==> config.mk <==
export PLATFORM = sky130hd
export DESIGN_NAME = stage_sequencer_flat
export DESIGN_NICKNAME = d
export VERILOG_FILES = /design/src/rtl/stage_sequencer_if.sv /design/src/rtl/stage_sequencer.sv /design/src/flat_wrapper.sv
export SDC_FILE = /design/constraint.sdc
export NUM_CORES = 1
export LEC_CHECK = 0
export ABC_AREA = 1
export ABC_CLOCK_PERIOD_IN_PS = 2300
export CAP_MARGIN = 20
export CORE_UTILIZATION = 49
export DETAILED_ROUTE_END_ITERATION = 10
export PLACE_DENSITY = 0.85
export SETUP_SLACK_MARGIN = 0.4
export SLEW_MARGIN = 20
export SYNTH_ARGS = -nofsm -noshare
export SYNTH_HDL_FRONTEND = slang
export SYNTH_SLANG_ARGS = --single-unit
==> constraint.sdc <==
create_clock -name clk -period 2.3 [get_ports clk]
set_input_delay 0.575 -clock clk [delete_from_list [all_inputs] [get_ports clk]]
set_output_delay 0.575 -clock clk [all_outputs]
set_load 0.05 [all_outputs]
==> src/rtl/stage_sequencer_if.sv <==
// Handshake and status bundle between the stage sequencer and the rest of the core.
// The slave side is the sequencer; the master side is the memories and control unit.
interface stage_sequencer_if #(
   parameter int CNT_W = 16
);
   logic [5:0]       opcode;
   logic             imem_ready;
   logic             dmem_ready;
   logic             resume;
   logic [2:0]       stage;
   logic             imem_req;
   logic             ir_load;
   logic             dmem_req;
   logic             write_pc;
   logic             halted;
   logic             bus_error;
   logic [CNT_W-1:0] retired;

   modport master (
      output opcode, imem_ready, dmem_ready, resume,
      input  stage, imem_req, ir_load, dmem_req, write_pc, halted, bus_error, retired
   );

   modport slave (
      input  opcode, imem_ready, dmem_ready, resume,
      output stage, imem_req, ir_load, dmem_req, write_pc, halted, bus_error, retired
   );
endinterface

==> src/rtl/stage_sequencer.sv <==
// Multicycle IFH/ID/EX/MEM/WB sequencer for the MUSA core with HALT, memory stalls,
// memory timeout (sticky bus error) and resume. Owns the single advance-PC strobe.
module stage_sequencer #(
   parameter int MEM_TIMEOUT = 15,
   parameter int CNT_W       = 16
) (
   input  logic               clk,
   input  logic               rst,
   stage_sequencer_if.slave   bus
);
   typedef enum logic [2:0] {
      S_IFH  = 3'b000,
      S_ID   = 3'b001,
      S_EX   = 3'b010,
      S_MEM  = 3'b011,
      S_WB   = 3'b100,
      S_HALT = 3'b101
   } state_t;

   localparam logic [7:0] WAIT_LAST = 8'(MEM_TIMEOUT - 1);
   localparam logic [5:0] OP_NOP    = 6'b000001;
   localparam logic [5:0] OP_HALT   = 6'b000010;
   localparam logic [5:0] OP_LW     = 6'b100011;
   localparam logic [5:0] OP_SW     = 6'b101011;

   state_t           state_reg;
   state_t           state_next;
   logic [7:0]       wait_reg;
   logic [5:0]       opcode_q_reg;
   logic             bus_error_reg;
   logic [CNT_W-1:0] retired_reg;
   logic             imem_req_reg;
   logic             dmem_req_reg;
   logic             write_pc_reg;
   logic             halted_reg;
   logic             set_error;
   logic             clear_error;

   always_comb begin
      state_next  = S_IFH;
      set_error   = 1'b0;
      clear_error = 1'b0;
      case (state_reg)
         S_IFH: begin
            // Ready on the timeout cycle still counts as a successful fetch.
            if (bus.imem_ready) begin
               state_next = S_ID;
            end else if (wait_reg == WAIT_LAST) begin
               state_next = S_HALT;
               set_error  = 1'b1;
            end else begin
               state_next = S_IFH;
            end
         end
         S_ID: begin
            if (bus.opcode == OP_HALT) begin
               state_next = S_HALT;
            end else if (bus.opcode == OP_NOP) begin
               state_next = S_WB;
            end else begin
               state_next = S_EX;
            end
         end
         S_EX: begin
            if (opcode_q_reg == OP_LW || opcode_q_reg == OP_SW) begin
               state_next = S_MEM;
            end else begin
               state_next = S_WB;
            end
         end
         S_MEM: begin
            if (bus.dmem_ready) begin
               state_next = S_WB;
            end else if (wait_reg == WAIT_LAST) begin
               state_next = S_HALT;
               set_error  = 1'b1;
            end else begin
               state_next = S_MEM;
            end
         end
         S_WB: begin
            state_next = S_IFH;
         end
         S_HALT: begin
            // After a bus error the faulting fetch/access is retried, so PC stays put.
            if (bus.resume) begin
               if (bus_error_reg) begin
                  state_next  = S_IFH;
                  clear_error = 1'b1;
               end else begin
                  state_next = S_WB;
               end
            end else begin
               state_next = S_HALT;
            end
         end
         default: begin
            state_next = S_IFH;
         end
      endcase
   end

   always_ff @(posedge clk or posedge rst) begin
      if (rst) begin
         state_reg     <= S_IFH;
         wait_reg      <= 8'd0;
         opcode_q_reg  <= 6'd0;
         bus_error_reg <= 1'b0;
         retired_reg   <= '0;
         imem_req_reg  <= 1'b1;
         dmem_req_reg  <= 1'b0;
         write_pc_reg  <= 1'b0;
         halted_reg    <= 1'b0;
      end else begin
         state_reg <= state_next;

         // Staying in IFH or MEM implies ready was low this cycle.
         if (state_next != state_reg) begin
            wait_reg <= 8'd0;
         end else if (state_reg == S_IFH || state_reg == S_MEM) begin
            wait_reg <= wait_reg + 8'd1;
         end

         if (state_reg == S_ID) begin
            opcode_q_reg <= bus.opcode;
         end

         if (set_error) begin
            bus_error_reg <= 1'b1;
         end else if (clear_error) begin
            bus_error_reg <= 1'b0;
         end

         if (state_reg == S_WB) begin
            retired_reg <= retired_reg + 1'b1;
         end

         imem_req_reg <= (state_next == S_IFH);
         dmem_req_reg <= (state_next == S_MEM);
         write_pc_reg <= (state_next == S_WB);
         halted_reg   <= (state_next == S_HALT);
      end
   end

   assign bus.stage     = state_reg;
   assign bus.imem_req  = imem_req_reg;
   assign bus.ir_load   = (state_reg == S_IFH) && bus.imem_ready;
   assign bus.dmem_req  = dmem_req_reg;
   assign bus.write_pc  = write_pc_reg;
   assign bus.halted    = halted_reg;
   assign bus.bus_error = bus_error_reg;
   assign bus.retired   = retired_reg;
endmodule

==> src/flat_wrapper.sv <==
// flat-port wrapper written by rule: the top's interface ports become plain ports
module stage_sequencer_flat 
#(
   parameter int MEM_TIMEOUT = 15,
   parameter int CNT_W       = 16
)
  (clk, rst, bus_opcode, bus_imem_ready, bus_dmem_ready, bus_resume, bus_stage, bus_imem_req, bus_ir_load, bus_dmem_req, bus_write_pc, bus_halted, bus_bus_error, bus_retired);
  stage_sequencer_if #(.CNT_W(CNT_W)) bus_i ();
  input  logic clk;
  input  logic rst;
  input wire logic [$bits(bus_i.opcode)-1:0] bus_opcode;
  input wire logic [$bits(bus_i.imem_ready)-1:0] bus_imem_ready;
  input wire logic [$bits(bus_i.dmem_ready)-1:0] bus_dmem_ready;
  input wire logic [$bits(bus_i.resume)-1:0] bus_resume;
  output wire logic [$bits(bus_i.stage)-1:0] bus_stage;
  output wire logic [$bits(bus_i.imem_req)-1:0] bus_imem_req;
  output wire logic [$bits(bus_i.ir_load)-1:0] bus_ir_load;
  output wire logic [$bits(bus_i.dmem_req)-1:0] bus_dmem_req;
  output wire logic [$bits(bus_i.write_pc)-1:0] bus_write_pc;
  output wire logic [$bits(bus_i.halted)-1:0] bus_halted;
  output wire logic [$bits(bus_i.bus_error)-1:0] bus_bus_error;
  output wire logic [$bits(bus_i.retired)-1:0] bus_retired;
  assign bus_i.opcode = bus_opcode;
  assign bus_i.imem_ready = bus_imem_ready;
  assign bus_i.dmem_ready = bus_dmem_ready;
  assign bus_i.resume = bus_resume;
  assign bus_stage = bus_i.stage;
  assign bus_imem_req = bus_i.imem_req;
  assign bus_ir_load = bus_i.ir_load;
  assign bus_dmem_req = bus_i.dmem_req;
  assign bus_write_pc = bus_i.write_pc;
  assign bus_halted = bus_i.halted;
  assign bus_bus_error = bus_i.bus_error;
  assign bus_retired = bus_i.retired;
  stage_sequencer #(.MEM_TIMEOUT(MEM_TIMEOUT), .CNT_W(CNT_W)) u_core (.clk(clk), .rst(rst), .bus(bus_i));
endmodule
* Yosys cells after proc, flatten, opt, wreduce, memory -nomap -nowiden *
Cells that the tools add are included.

word-level totals
  register bits after elaboration = 38
  logic and storage cells = 53

cells by class
  $add $sub $neg = 2
  eq/ne operators = 14
  muxes and demuxes = 21
  reduce and logical (&&, ||, !) cells = 7

operators with widths
  operator                                                         number
  3-bit 2-to-1 mux                                                 9
  16-bit by 1-bit adder with 16-bit output, second input constant  1
  8-bit 2-to-1 mux                                                 2
  3-bit one-hot mux with 5 select lines                            1
  3-bit == test, second input constant                             4
  6-bit == test, second input constant                             2
  3-bit by 2-bit == test with 1-bit output, second input constant  3
  8-bit by 1-bit adder with 8-bit output, second input constant    1
  8-bit by 4-bit == test with 1-bit output, second input constant  1
  1-bit 2-to-1 mux                                                 8
  6-bit by 1-bit == test with 1-bit output, second input constant  1
  6-bit by 2-bit == test with 1-bit output, second input constant  1
  3-bit zero test                                                  2
  2-bit nonzero test                                               2
  3-bit by 1-bit == test with 1-bit output, second input constant  1
  3-bit inequality test                                            1
  1-bit logical OR                                                 2
  1-bit one-hot mux with 2 select lines                            1
  1-bit logical AND                                                1

* Logic depth before layout (Yosys ltp) *
  depth after elaboration = 6
  gate-level depth with buffers = 11

* Worst setup path before layout *
No wires, ideal clock.

  path kind = register -> output
  from = register u_core.state_reg[0], in the netlist u_core.bus.stage[0]
  to = output port bus_ir_load
  data arrival time = 1,818 ps
  setup slack = -93 ps
  stages on the path, launching flop included = 5
  path through = dfrtp_1 buf_6 nor3_1 inv_2 nor2_1

on the way
  word-level cells in the longest chain between the ends = 2

ends and longest elaborated chain
  element                   line                    text
  start: declaration        stage_sequencer.sv:26   state_t state_reg;
  start signal: assignment  stage_sequencer.sv:115  state_reg <= state_next;
  3-bit zero test           stage_sequencer.sv:147  assign bus.ir_load = (state_reg == S_IFH) && bus.imem_ready;
  1-bit logical AND         stage_sequencer.sv:147
  end: declaration          flat_wrapper.sv:17      output wire logic [$bits(bus_i.ir_load)-1:0] bus_ir_load;

Every way passes these cells.

* Worst setup path after layout *
  from = register u_core.state_reg[1], in the netlist u_core.bus.stage[1]
  to = output port bus_ir_load

Same word-level chain as after synthesis.

==> impl_metrics.py <==
metrics = {
    "status": {
        "status": "completed",
    },
    "clock_tree": {
        "clock-root-buffer": "clkbuf_8",
        "clk_pin_slew_ns": 0.07,
        "clk_latency_ns": 0.29,
        "max-clock-path-buffers": 2,
        "cts_made_buffers": 5,
        "cts_tree": "yes",
        "clkSinkCount": 37,
        "cts.htree.levels": 2,
    },
    "final_layout": {
        "area_delta_synth_final_pct": 26.4,
        "nFillCells": 320,
        "layout.nets": 299,
        "antennaDiodeCount": 0,
        "drive_gt1_frac": 0.168,
        "largest_register_ffs": 16,
    },
    "yosys": {
        "netlist_area_sq_um": 2010,
        "synth_edf_count": 0,
        "syn_nets": 253,
        "ys_seq_area_frac": 0.461,
        "yosysWarnings": 0,
        "avgSynthCellArea_sq_um": 8.42,
        "synthArstFlopShare": 1.00,
        "synth_flop_cell": "dfrtp_1",
        "ys_ff_latch": 37,
        "synth.distinct_cells": 30,
        "synth_cells": 239,
    },
    "routing": {
        "drt_pass1_iterations": 4,
        "drc": 0,
        "viasPerCell": 4.91,
        "ant_nets": 0,
        "drt_iter0_drc": 69,
        "wl_mm": 3.88,
        "routedWlPerCell_microns": 11.6,
        "routed-via-count": 1641,
    },
    "hold_path": {
        "hold_start": "u_core.opcode_q_reg[5]",
        "min_path_type": "reg2reg",
    },
    "critical_path": {
        "end_kind": "output port",
        "cp.depth": 4,
        "endpoint": "bus_ir_load",
        "reg2reg_setup_slack_ns": 0.59,
        "arrival_ns": 1.31,
        "critical_path_class": "reg2out",
        "reg2reg_from": "u_core.wait_reg[0]",
        "cp.required_ns": 1.73,
        "cp_cell_sequence": "nor3_4 -> inv_2 -> nor2_4 -> buf_12",
        "startpoint": "u_core.bus.stage[1]",
        "critPathBufInv": 2,
        "crit_path_max_incr_delay_ns": 0.45,
        "start_kind": "flop",
        "reg2reg_to": "u_core.wait_reg[5]",
        "slowest_stage": "dfrtp_2",
        "critPathMaxFanout": 4,
        "critical_path.top_delay_family": "flip-flops",
        "reg2reg_depth": 11,
    },
    "timing": {
        "final_hold_viol_count": 0,
        "setup_viol": 0,
        "min_period_over_period": 0.819,
        "finalClockSkew_ns": 0.00525,
        "whs_ns": 0.488,
        "setup_tns_ns": 0,
        "worstMarginPinSlew_ns": 0.513,
        "slew_headroom": 0.659,
        "rsz0062_at_grt": "true",
        "fin_crit_ns": 1.88,
        "maxSlewViolCount": 0,
        "fmax_mhz": 531,
    },
    "global_routing": {
        "grt_pass1_vias": 1584,
        "grt_pass1_wl_mm": 6.78,
        "track_usage": 0.208,
        "antenna_found_initial": 0,
        "grt-ovfl-total": 0,
        "grt_max_degree": 38,
    },
    "pwr": {
        "p_per_area_nw_per_um2": 1070,
        "max-vdd-ir-drop_v": 0.000700,
        "leakage_uw": 0.00139,
        "power.total_uw": 2720,
    },
    "run": {
        "cap_violations": 0,
    },
    "floorplanning": {
        "coreArea_sq_um": 3800,
        "start_util": 0.530,
        "rows": 22,
        "die_width_microns": 66.1,
        "die_height_microns": 66.1,
        "dieArea_sq_um": 4370,
        "ios": 36,
    },
    "place": {
        "gp_congestion": 0.852,
        "hpwl_mm": 2.81,
        "io_buffers": 35,
    },
}
-- worst reg2reg max path: stages (launching register included) --
cell and delay (ns):
dfrtp_1 0.39, inv_1 0.09, ha_1 0.15, nand3_1 0.13, nor2_2 0.22, nand3_1 0.14, nand2_1 0.09, inv_1 0.05
nand3_1 0.07, nand2_1 0.09, nand3_4 0.12, nor2_1 0.06
-- cells by family after synthesis --
logic type / after synthesis / share of synthesized area
buffers and inverters: 44 / 0.0858
flip-flops: 37 / 0.461
AND/OR/NAND/NOR: 120 / 0.302
AO/OA/AOI/OAI: 14 / 0.0410
adder cells (fa/ha/maj): 3 / 0.0187
XOR/XNOR: 21 / 0.0914
-- power breakdown --
| part | internal [uW] | switching [uW] | total, uW |
|---|---|---|---|
| Combinational | 444 | 909 | 1350 |
| Sequential | 800 | 137 | 937 |
| Clock | 210 | 224 | 434 |
-- Yosys cell counts (2+ instances only) --
cell type | n | area [sq um]
nand3_1 | 18 | 90.1
nand2_1 | 46 | 173
xor2_1 | 15 | 131
nand4_1 | 3 | 18.8
nand2_2 | 3 | 18.8
o21bai_1 | 2 | 15.0
nor2_1 | 33 | 124
nand4_4 | 2 | 42.5
nor2_4 | 2 | 22.5
nor2_2 | 3 | 18.8
nand3_4 | 2 | 35.0
o21ai_0 | 8 | 40.0
inv_1 | 38 | 143
dfrtp_1 | 36 | 901
nand3_2 | 2 | 20.0
xnor2_1 | 6 | 52.6
inv_2 | 4 | 15.0
nor3_1 | 2 | 10.0
ha_1 | 3 | 37.5
-- metrics by stage --
| stage | setup WS (ns) | cell area [sq um] | instances | util |
|---|---|---|---|---|
| after detailed placement | 0.258 | 2440 | 321 | 0.641 |
| after global placement | 0.292 | 2440 | 321 | 0.641 |
| after floorplan | 0.423 | 2030 | 239 | - |
| after global routing | 0.360 | 2540 | 334 | 0.670 |
| after CTS | 0.409 | 2520 | 332 | 0.664 |
| final | 0.416 | 2540 | 334 | 0.670 |
-- per-layer routing --
layer	track usage	wire (microns)	up-vias
li1	-	-	832
met1	0.247	1730	763
met3	0.0569	203	7
met2	0.361	1900	39
met4	0.0691	48	0
met5	0	0	-
-- cell usage in the layout, fill, tap and decap left out, types with 6 or more instances in the layout --
cell	count
nand2_1	46
inv_1	37
dfrtp_1	33
nor2_1	31
dlygate4sd2_1	19
nand3_1	17
xor2_1	15
clkdlybuf4s50_1	9
o21ai_0	8
buf_4	7
xnor2_1	6
-- worst min path at each step --
stage	to	cells past startpoint
floorplan	u_core.opcode_q_reg[4]	2
detailed placement	u_core.opcode_q_reg[5]	2
CTS	u_core.opcode_q_reg[5]	2
global placement	u_core.opcode_q_reg[5]	2
global route	u_core.bus.retired[14]	1
finish	u_core.opcode_q_reg[5]	2
-- what timing repair did --
| action | in CTS | in global routing |
|---|---|---|
| endpoints found under the setup margin | 24 | 13 |
| pin swaps | 2 | 1 |
| hold buffers | 0 | 0 |
| resized for setup | 30 | 6 |
| buffers inserted | 3 | 2 |
| hold endpoints to repair | 0 | 0 |
-- cell type report --
| class | instances | area, sq um | area share |
|---|---|---|---|
| Sequential cell | 37 | 931 | 0.366 |
| Multi-Input combinational cell | 158 | 938 | 0.369 |
| Clock buffer | 6 | 72.6 | 0.0285 |
| Clock inverter | 2 | 10.0 | 0.00394 |
| Tap cell | 48 | 60.1 | 0.0236 |
| Timing Repair Buffer | 41 | 374 | 0.147 |
| Inverter | 42 | 158 | 0.0620 |
Power figures use the tool's default switching activity.
